$ cat src/rtl/ldm_stm_seq.sv
// ldm_stm_seq: sequencer for ARM-style LDM/STM block transfers.
// One register moves per cycle, lowest-numbered register first, at ascending
// addresses. An optional base-register writeback cycle follows, then a
// single-cycle done pulse.
//
// Ports:
//   clk, rst             clock; synchronous active-high reset
//   start                request a transfer (only looked at in IDLE)
//   is_load              1 = LDM (mem -> rf), 0 = STM (rf -> mem)
//   pre, up, wback       P, U, W instruction bits
//   rn_idx, base         base register number and its value
//   reg_list             bit i selects register i
//   rf_ARs / rf_Rs       register-file read port (STM data)
//   rf_ARd/rf_wen/rf_wdata  register-file write port
//   mem_addr/mem_wen/mem_ren/mem_wdata/mem_rdata  data memory, combinational read
//   busy, done           busy in XFER/WBACK; done pulses for one cycle
//
// The strobes and addresses are decoded from registered state. The data paths
// rf_Rs -> mem_wdata and mem_rdata -> rf_wdata go straight through, so each
// register moves in the same cycle its address is presented.
module ldm_stm_seq (
  input  logic        clk,
  input  logic        rst,
  input  logic        start,
  input  logic        is_load,
  input  logic        pre,
  input  logic        up,
  input  logic        wback,
  input  logic [3:0]  rn_idx,
  input  logic [31:0] base,
  input  logic [15:0] reg_list,
  output logic [3:0]  rf_ARs,
  input  logic [31:0] rf_Rs,
  output logic [3:0]  rf_ARd,
  output logic        rf_wen,
  output logic [31:0] rf_wdata,
  output logic [31:0] mem_addr,
  output logic        mem_wen,
  output logic        mem_ren,
  output logic [31:0] mem_wdata,
  input  logic [31:0] mem_rdata,
  output logic        busy,
  output logic        done
);

  localparam int unsigned AW = 32;
  localparam int unsigned LW = 16;
  localparam int unsigned IW = 4;
  localparam int unsigned CW = 5;

  typedef enum logic [1:0] {
    S_IDLE  = 2'd0,
    S_XFER  = 2'd1,
    S_WBACK = 2'd2,
    S_DONE  = 2'd3
  } state_t;

  state_t          r_state;
  state_t          w_next;
  logic [LW-1:0]   r_list;
  logic [AW-1:0]   r_addr;
  logic [AW-1:0]   r_new_base;
  logic [IW-1:0]   r_rn_idx;
  logic            r_is_load;
  logic            r_do_wb;

  logic [CW-1:0]   w_cnt;
  logic [AW-1:0]   w_span;
  logic [AW-1:0]   w_start_addr;
  logic [AW-1:0]   w_new_base;
  logic            w_wb_ok;
  logic [IW-1:0]   w_idx;
  logic            w_last;

  // Popcount of the incoming list and the 4N byte span it covers.
  always_comb begin
    w_cnt = '0;
    for (int i = 0; i < int'(LW); i++) begin
      w_cnt = w_cnt + CW'(reg_list[i]);
    end
    w_span = AW'(w_cnt) << 2;
  end

  // Lowest transfer address from P/U; all arithmetic wraps mod 2^32.
  always_comb begin
    unique case ({pre, up})
      2'b01:   w_start_addr = base;
      2'b11:   w_start_addr = base + AW'(4);
      2'b00:   w_start_addr = base - w_span + AW'(4);
      default: w_start_addr = base - w_span;
    endcase
    w_new_base = up ? (base + w_span) : (base - w_span);
    // A load that includes the base register keeps the loaded value.
    w_wb_ok    = wback && !(is_load && reg_list[rn_idx]);
  end

  // Lowest set bit of the remaining list; descending scan so the lowest wins.
  always_comb begin
    w_idx = '0;
    for (int i = int'(LW) - 1; i >= 0; i--) begin
      if (r_list[i]) w_idx = IW'(i);
    end
    w_last = (r_list & (r_list - LW'(1))) == '0;
  end

  // State and operation registers.
  always_ff @(posedge clk) begin
    if (rst) begin
      r_state    <= S_IDLE;
      r_list     <= '0;
      r_addr     <= '0;
      r_new_base <= '0;
      r_rn_idx   <= '0;
      r_is_load  <= 1'b0;
      r_do_wb    <= 1'b0;
    end else begin
      r_state <= w_next;
      unique case (r_state)
        S_IDLE: begin
          if (start) begin
            r_list     <= reg_list;
            r_addr     <= w_start_addr;
            r_new_base <= w_new_base;
            r_rn_idx   <= rn_idx;
            r_is_load  <= is_load;
            r_do_wb    <= w_wb_ok;
          end
        end
        S_XFER: begin
          // Clearing the lowest set bit retires the register just moved.
          r_list <= r_list & (r_list - LW'(1));
          r_addr <= r_addr + AW'(4);
        end
        default: ;
      endcase
    end
  end

  // Next state and output decode.
  always_comb begin
    w_next    = r_state;
    busy      = 1'b0;
    done      = 1'b0;
    mem_addr  = '0;
    mem_wen   = 1'b0;
    mem_ren   = 1'b0;
    mem_wdata = '0;
    rf_ARs    = '0;
    rf_ARd    = '0;
    rf_wen    = 1'b0;
    rf_wdata  = '0;
    unique case (r_state)
      S_IDLE: begin
        if (start) w_next = (reg_list == '0) ? S_DONE : S_XFER;
      end
      S_XFER: begin
        busy     = 1'b1;
        mem_addr = r_addr;
        if (r_is_load) begin
          mem_ren  = 1'b1;
          rf_ARd   = w_idx;
          rf_wdata = mem_rdata;
          rf_wen   = 1'b1;
        end else begin
          rf_ARs    = w_idx;
          mem_wdata = rf_Rs;
          mem_wen   = 1'b1;
        end
        if (w_last) w_next = r_do_wb ? S_WBACK : S_DONE;
      end
      S_WBACK: begin
        busy     = 1'b1;
        rf_ARd   = r_rn_idx;
        rf_wdata = r_new_base;
        rf_wen   = 1'b1;
        w_next   = S_DONE;
      end
      default: begin
        done   = 1'b1;
        w_next = S_IDLE;
      end
    endcase
  end

endmodule

$ cat config.mk
export PLATFORM = sky130hd
export DESIGN_NAME = ldm_stm_seq
export DESIGN_NICKNAME = d
export VERILOG_FILES = /design/src/rtl/ldm_stm_seq.sv
export SDC_FILE = /design/constraint.sdc
export NUM_CORES = 1
export LEC_CHECK = 0
export CORE_MARGIN = 2
export CORE_UTILIZATION = 40
export CTS_CLUSTER_SIZE = 40
export DETAILED_ROUTE_END_ITERATION = 8
export PLACE_DENSITY_LB_ADDON = 0.3
export SLEW_MARGIN = 30
export SYNTH_ARGS = -nofsm -noshare
export SYNTH_HDL_FRONTEND = slang
export SYNTH_SLANG_ARGS = --single-unit
$ cat constraint.sdc
create_clock -name clk -period 6.75 [get_ports clk]
set_input_delay 1.35 -clock clk [delete_from_list [all_inputs] [get_ports clk]]
set_output_delay 1.35 -clock clk [all_outputs]
set_load 0.01 [all_outputs]
Word level (Yosys, flattened, before mapping)

Cells that the tools add are included.

Add/subtract/negate cells: 21
Reduce and logical (&&, ||, !) cells: 13
Equality and inequality tests: 6
Shift-type cells: 0
Order comparisons: 1
$mul: 0
Bitwise operators: 1
Multiplexer cells: 45
Divide/modulo/power cells: 0

Operator list:

| kind                                               | count |
|---|---|
| two-way mux 32 bit                                 | 6 |
| case mux 32 bit (2 select lines)                   | 2 |
| adder 32 x 3 -> 32 bit, second input constant      | 3 |
| case mux 32 bit (3 select lines)                   | 1 |
| two-way mux 4 bit                                  | 19 |
| adder 5 x 1 -> 5 bit                               | 11 |
| adder 32 x 7 -> 32 bit                             | 1 |
| zero test 16 bit                                   | 2 |
| case mux 16 bit (2 select lines)                   | 1 |
| subtractor 32 x 7 -> 32 bit                        | 1 |
| AND 16 bit                                         | 1 |
| two-way mux 16 bit                                 | 1 |
| subtractor 16 x 1 -> 16 bit, second input constant | 1 |
| two-way mux 1 bit                                  | 8 |
| case mux 4 bit (2 select lines)                    | 1 |
| two-way mux 2 bit                                  | 3 |
| case mux 2 bit (3 select lines)                    | 1 |
| AND reduction 2 bit                                | 3 |
| adder 4 x 1 -> 5 bit                               | 1 |
| < comparator 4 x 5 -> 1 bit, second input constant | 1 |
| adder 3 x 1 -> 4 bit                               | 1 |
| binary-select mux 1 bit (select 4 bit)             | 1 |
| == test 2 x 1 -> 1 bit, second input constant      | 2 |
| == test 2 bit, second input constant               | 2 |
| 10 further kinds                                   | 13 |

ROM bits: 0
Word-level logic and storage cells: 94
Memories: 0
Bits in writable memories: 0
Bits in latches: 0
Bits in registers: 88

Longest topological paths before layout

Depth in word-level cells: 20
Gate-level depth with buffers: 25

Least setup slack after synthesis

Ideal clock, no wire load.

Path type: input to register
From: in reg_list[0]
To: reg r_addr[30]
Cell stages on the path: 22
Slack: -559 ps
Setup time: 124 ps
Arrival: 7185 ps
Buffers on the path: 2
Data required time: 6626 ps
Cells stage by stage: inv_1 > fa_1 > fa_1 > fa_1 > fa_1 > inv_1 > ha_1 > fa_1 > a21o_1 > and2_1 > ha_1 > nor2b_1 > or2_0 > buf_2 > or4_4 > a222oi_1 > and4_1 > buf_4 > nand4_4 > or3_1 > a221oi_1 > o21ai_1

Longest elaborated chain between the ends: 20

RTL lines:

| element                                 | RTL line | RTL |
|---|---|---|
| start: declaration                      | 31       | `input logic [15:0] reg_list,` |
| adder 1 x 1 -> 2 bit (*)                | 79       | `w_cnt = w_cnt + CW'(reg_list[i]);` |
| adder 2 x 1 -> 3 bit (*)                | 79       |  |
| adder 3 x 1 -> 4 bit (*)                | 79       |  |
| adder 4 x 1 -> 5 bit (*)                | 79       |  |
| adder 5 x 1 -> 5 bit (*) (11 in series) | 79       |  |
| subtractor 32 x 7 -> 32 bit (*)         | 89, 90   |  |
| adder 32 x 3 -> 32 bit                  | 89       | `2'b00: w_start_addr = base - w_span + AW'(4);` |
| case mux 32 bit (3 select lines) (*)    | 86       | `unique case ({pre, up})` |
| two-way mux 32 bit (*)                  | 120      | `if (start) begin` |
| case mux 32 bit (2 select lines) (*)    | 118      | `unique case (r_state)` |
| end signal: assignment                  | 122      | `r_addr <= w_start_addr;` |
| end signal: assignment                  | 132      | `r_addr <= r_addr + AW'(4);` |
| end: declaration                        | 61       | `logic [AW-1:0] r_addr;` |

Mark *: on every way between the ends. The rest lies on a longest branch, timed or not. The select of a mux whose other input is x is not followed.
A chain may end at the register's enable or synchronous reset.

Worst setup path after layout

From: in reg_list[15]
To: reg r_addr[23]

Longest elaborated chain between the ends: 6

RTL lines:

| element                              | RTL line |
|---|---|
| adder 5 x 1 -> 5 bit (*)             | 79 |
| subtractor 32 x 7 -> 32 bit (*)      | 89, 90 |
| adder 32 x 3 -> 32 bit               | 89 |
| case mux 32 bit (3 select lines) (*) | 86 |
| two-way mux 32 bit (*)               | 120 |
| case mux 32 bit (2 select lines) (*) | 118 |

Marked as above.

==> qor_table.md <==
| Item | This run | Unit |
|---|---|---|
| Setup violations, final | 23 | - |
| Startpoint types | input pin | - |
| Post-synthesis simple-gate area fraction | 34.4 | % |
| Drc violations | 0 | - |
| Clock transition at the registers of the reported paths | 0.08 | ns |
| Aggregate negative setup slack | -3.37 | ns |
| Clock Tree Buf Depth | 2 | - |
| Number of stages on the worst hold path | 2 | - |
| Area fraction in compound gates after synthesis | 26.9 | % |
| Part of the total power dissipated in sequential elements | 18.1 | % |
| Initial DRC Count | 1179 | - |
| Leakage power | 5.37 | nW |
| Post-synthesis instance total | 1442 | - |
| Data arrival time of the worst path | 7.24 | ns |
| Required arrival time at the worst endpoint | 6.98 | ns |
| Net count, final | 1917 | - |
| Antenna cell count | 0 | - |
| Internal power of the cells | 2.33 | mW |
| Hold Vio Cnt, Final | 0 | - |
| Count of flip-flops with a built-in enable after synthesis | 0 | - |
| Type of the setup path with the least slack | in2reg | - |
| Mean cell area of the mapped netlist | 6.83 | um2 |
| Sequential share of the synthesized area | 17.9 | % |
| Number of synthesis warnings | 0 | - |
| Worst clock skew on the final layout | 0.0128 | ns |
| Share of the clock period used by the worst path after layout | 104 | % |
| Wire length of the first global-routing pass | 67.2 | mm |
| CTS H-Tree Depth | 3 | - |
| Switching pwr | 2.09 | mW |
| Multiplexer share of the synthesized area | 2.08 | % |
| Logic gate share of total power | 69.8 | % |
| Number of synthesized register bits | 88 | - |
| Maximum fanout encountered on the critical timing path | 5 | - |
| Number of buffers inserted by port buffering | 231 | - |
| Summed area of non-filler cells in the final layout | 14600 | um2 |
| Site row count | 57 | - |
| Count of antenna-violating nets left after detailed routing | 0 | - |
| Count of placed standard cells in the final layout, fillers left out | 2085 | - |
| Share of post-route cells with drive strength above 1 | 20.4 | % |
| Maximum cell stage delay along the critical path | 0.52 | ns |
| Top-level port count | 232 | - |
| Worst slack after detailed placement | -1.25 | ns |
| Time the worst path needs with I/O delays and setup | 7.02 | ns |
| Total Power Consumption | 4.42 | mW |
| Least setup slack across all paths after layout | -0.269 | ns |
| Fmax | 0.142 | GHz |
| Slowest cell on the critical path | fa_1 | - |
| Overflow left after global routing | 0 | - |
| Peak ir drop on the vdd network | 0.208 | mV |
| Cell area after placement | 13400 | um2 |
| Area of the placeable core | 24200 | um2 |
| Depth of the worst register-to-register path | 10 | - |
| Final Wtd Congestion | 1.00 | - |
| Number of placed cells counting well taps | 2046 | - |
| CTS tree | built | - |
| Unrepaired setup endpoints after global routing | yes | - |
| Final wirelength | 44.0 | mm |
| Initial core utilization | 40.6 | % |
| Distinct cells, synth | 90 | - |
| Power per cell area | 303 | nW/um2 |
| Initial antenna violation count | 0 | - |
| DIE AREA | 25900 | um2 |
| Number of hold buffers added after cts | 0 | - |
| Post-synthesis adder-cell area fraction | 5.95 | % |
| Global router's overall resource usage | 32.8 | % |
| Leading cell type in the layout, fill and taps excluded | clkdlybuf4s50_1 | - |
| Total via count after detailed routing | 12600 | - |
| Filler Cell Count | 2272 | - |
| First drt pass iteration count | 6 | - |
| HPWL Detailed | 32.4 | mm |
| Share of the core filled with cells in the final layout | 60.2 | % |
| Final Hold Slack | 0.456 | ns |
| Mapped Nets | 1603 | - |
| Cell at the root of the clock tree | clkbuf_16 | - |
| Number of sinks driven by the clock tree | 88 | - |
| Number of max-slew violations in the final report | 0 | - |
| Most prevalent standard cell on the critical path | buf_4 | - |
| Violations in the final reports | setup timing | - |
| Via count normalized by instance count | 6.02 | - |
| Headroom to the max-slew limit | 37.4 | % |
| Share of synthesized registers carrying an async set or reset | 0 | % |
| Worst hold path class | reg2reg | - |
| Crit path capture type | flip-flop | - |
| Run status | finished, violations left | - |
| Wire per inst | 21.1 | um |
| Prevailing post-synth register cell | dfxtp_1 | - |
| Transition time at the pin with the least slew margin | 0.939 | ns |
| Area growth, synth to finish | 48.4 | % |
| Total of max-cap violations | 0 | - |
| DIE WIDTH | 161 | um |
| Die height | 161 | um |
| CTS buffer count | 9 | - |
| Clock Power Share | 12.0 | % |
| Post-synthesis instance area | 9840 | um2 |
| Switching power as a share of total power | 47.3 | % |
| Number of global-route vias before repair | 11900 | - |
| Highest-count cells in the layout ignoring fill and taps | 220 x clkdlybuf4s50_1, 175 x buf_4, 161 x nand2_1 | - |
| Dominant combinational cell family by area after synthesis | simple AND/OR/NAND/NOR gates | - |
| Pin count of the biggest net entering global routing | 72 | - |
| Insertion delay to the later sink of the worst-skew pair | 0.36 | ns |
| Post-synthesis share of cell area spent on xor and xnor gates | 5.96 | % |
## repair_timing
item,4_1_cts,5_1_grt
hold endpoints to repair,0,0
pin swaps,55,37
endpoints found under the setup margin,46,34
gates resized for setup,118,81
setup buffers,16,12
## final timing paths
kind                      from     endpoint  slack (ns)
setup / recovery  reg_list[15]   r_addr[23]       -0.27
hold / removal     r_rn_idx[0]  r_rn_idx[0]        0.46
setup reg to reg    r_state[1]   r_addr[21]        2.99
hold reg to reg    r_rn_idx[0]  r_rn_idx[0]        0.46
## Yosys cell counts, drive strengths merged, types with 43 or more instances
library cell / count / area share (%)
a21oi: 135 / 6.9
a22oi: 46 / 3.5
and2: 77 / 4.9
clkbuf: 98 / 3.7
dfxtp: 88 / 18
inv: 49 / 1.9
nand2: 165 / 6.3
nand3: 46 / 2.3
nor2: 130 / 5.0
nor2b: 43 / 2.7
nor3: 52 / 2.6
o21ai: 61 / 3.1
## cell type report
class | instances | area [um2] | area share [%]
inverter | 52 | 205 | 1.40
clock buffer | 9 | 225 | 1.54
timing repair buffer | 422 | 3810 | 26.1
tap | 324 | 405 | 2.78
clock inverter | 7 | 71.3 | 0.488
sequential | 88 | 1760 | 12.1
multi-input combinational | 1183 | 8130 | 55.6
## state kept, by name, summed over array words and instances (netlist names)
register    flops
r_list         16
r_new_base     32
r_rn_idx        4
r_do_wb         1
r_is_load       1
r_state         2
r_addr         32
## layer usage
metal / global-route usage (%) / part of all wire [%] / wire (um)
met3: 4.70 / 8.1 / 3560
met4: 15.9 / 4.6 / 2010
met1: 41.2 / 40 / 17500
met2: 55.2 / 48 / 20900
met5: 0 / 0 / 0
## critical path: cells and delay by family
kind	cells	cell delay, ns
simple gates	5	0.98
fa+ha+maj	7	2.71
xor+xnor	2	0.41
compound gates	3	0.69
buf+inv	9	1.08
## kinds of logic after synthesis
family / count (synthesis)
adder cells (fa/ha/maj): 40
XOR/XNOR: 67
AND/OR/NAND/NOR: 652
multiplexers: 14
buffers and inverters: 171
AO/OA/AOI/OAI: 410
flip-flops: 88
## power groups by stage
stage	Clock, mW	Sequential (mW)	Combinational (mW)
CTS	0.530	0.794	2.85
global placement	0	0.804	2.68
global route	0.555	0.815	3.35
detailed placement	0	0.806	2.72
finish	0.532	0.801	3.09
floorplan	0	0.743	1.62
(Power assumes the default switching activity.)
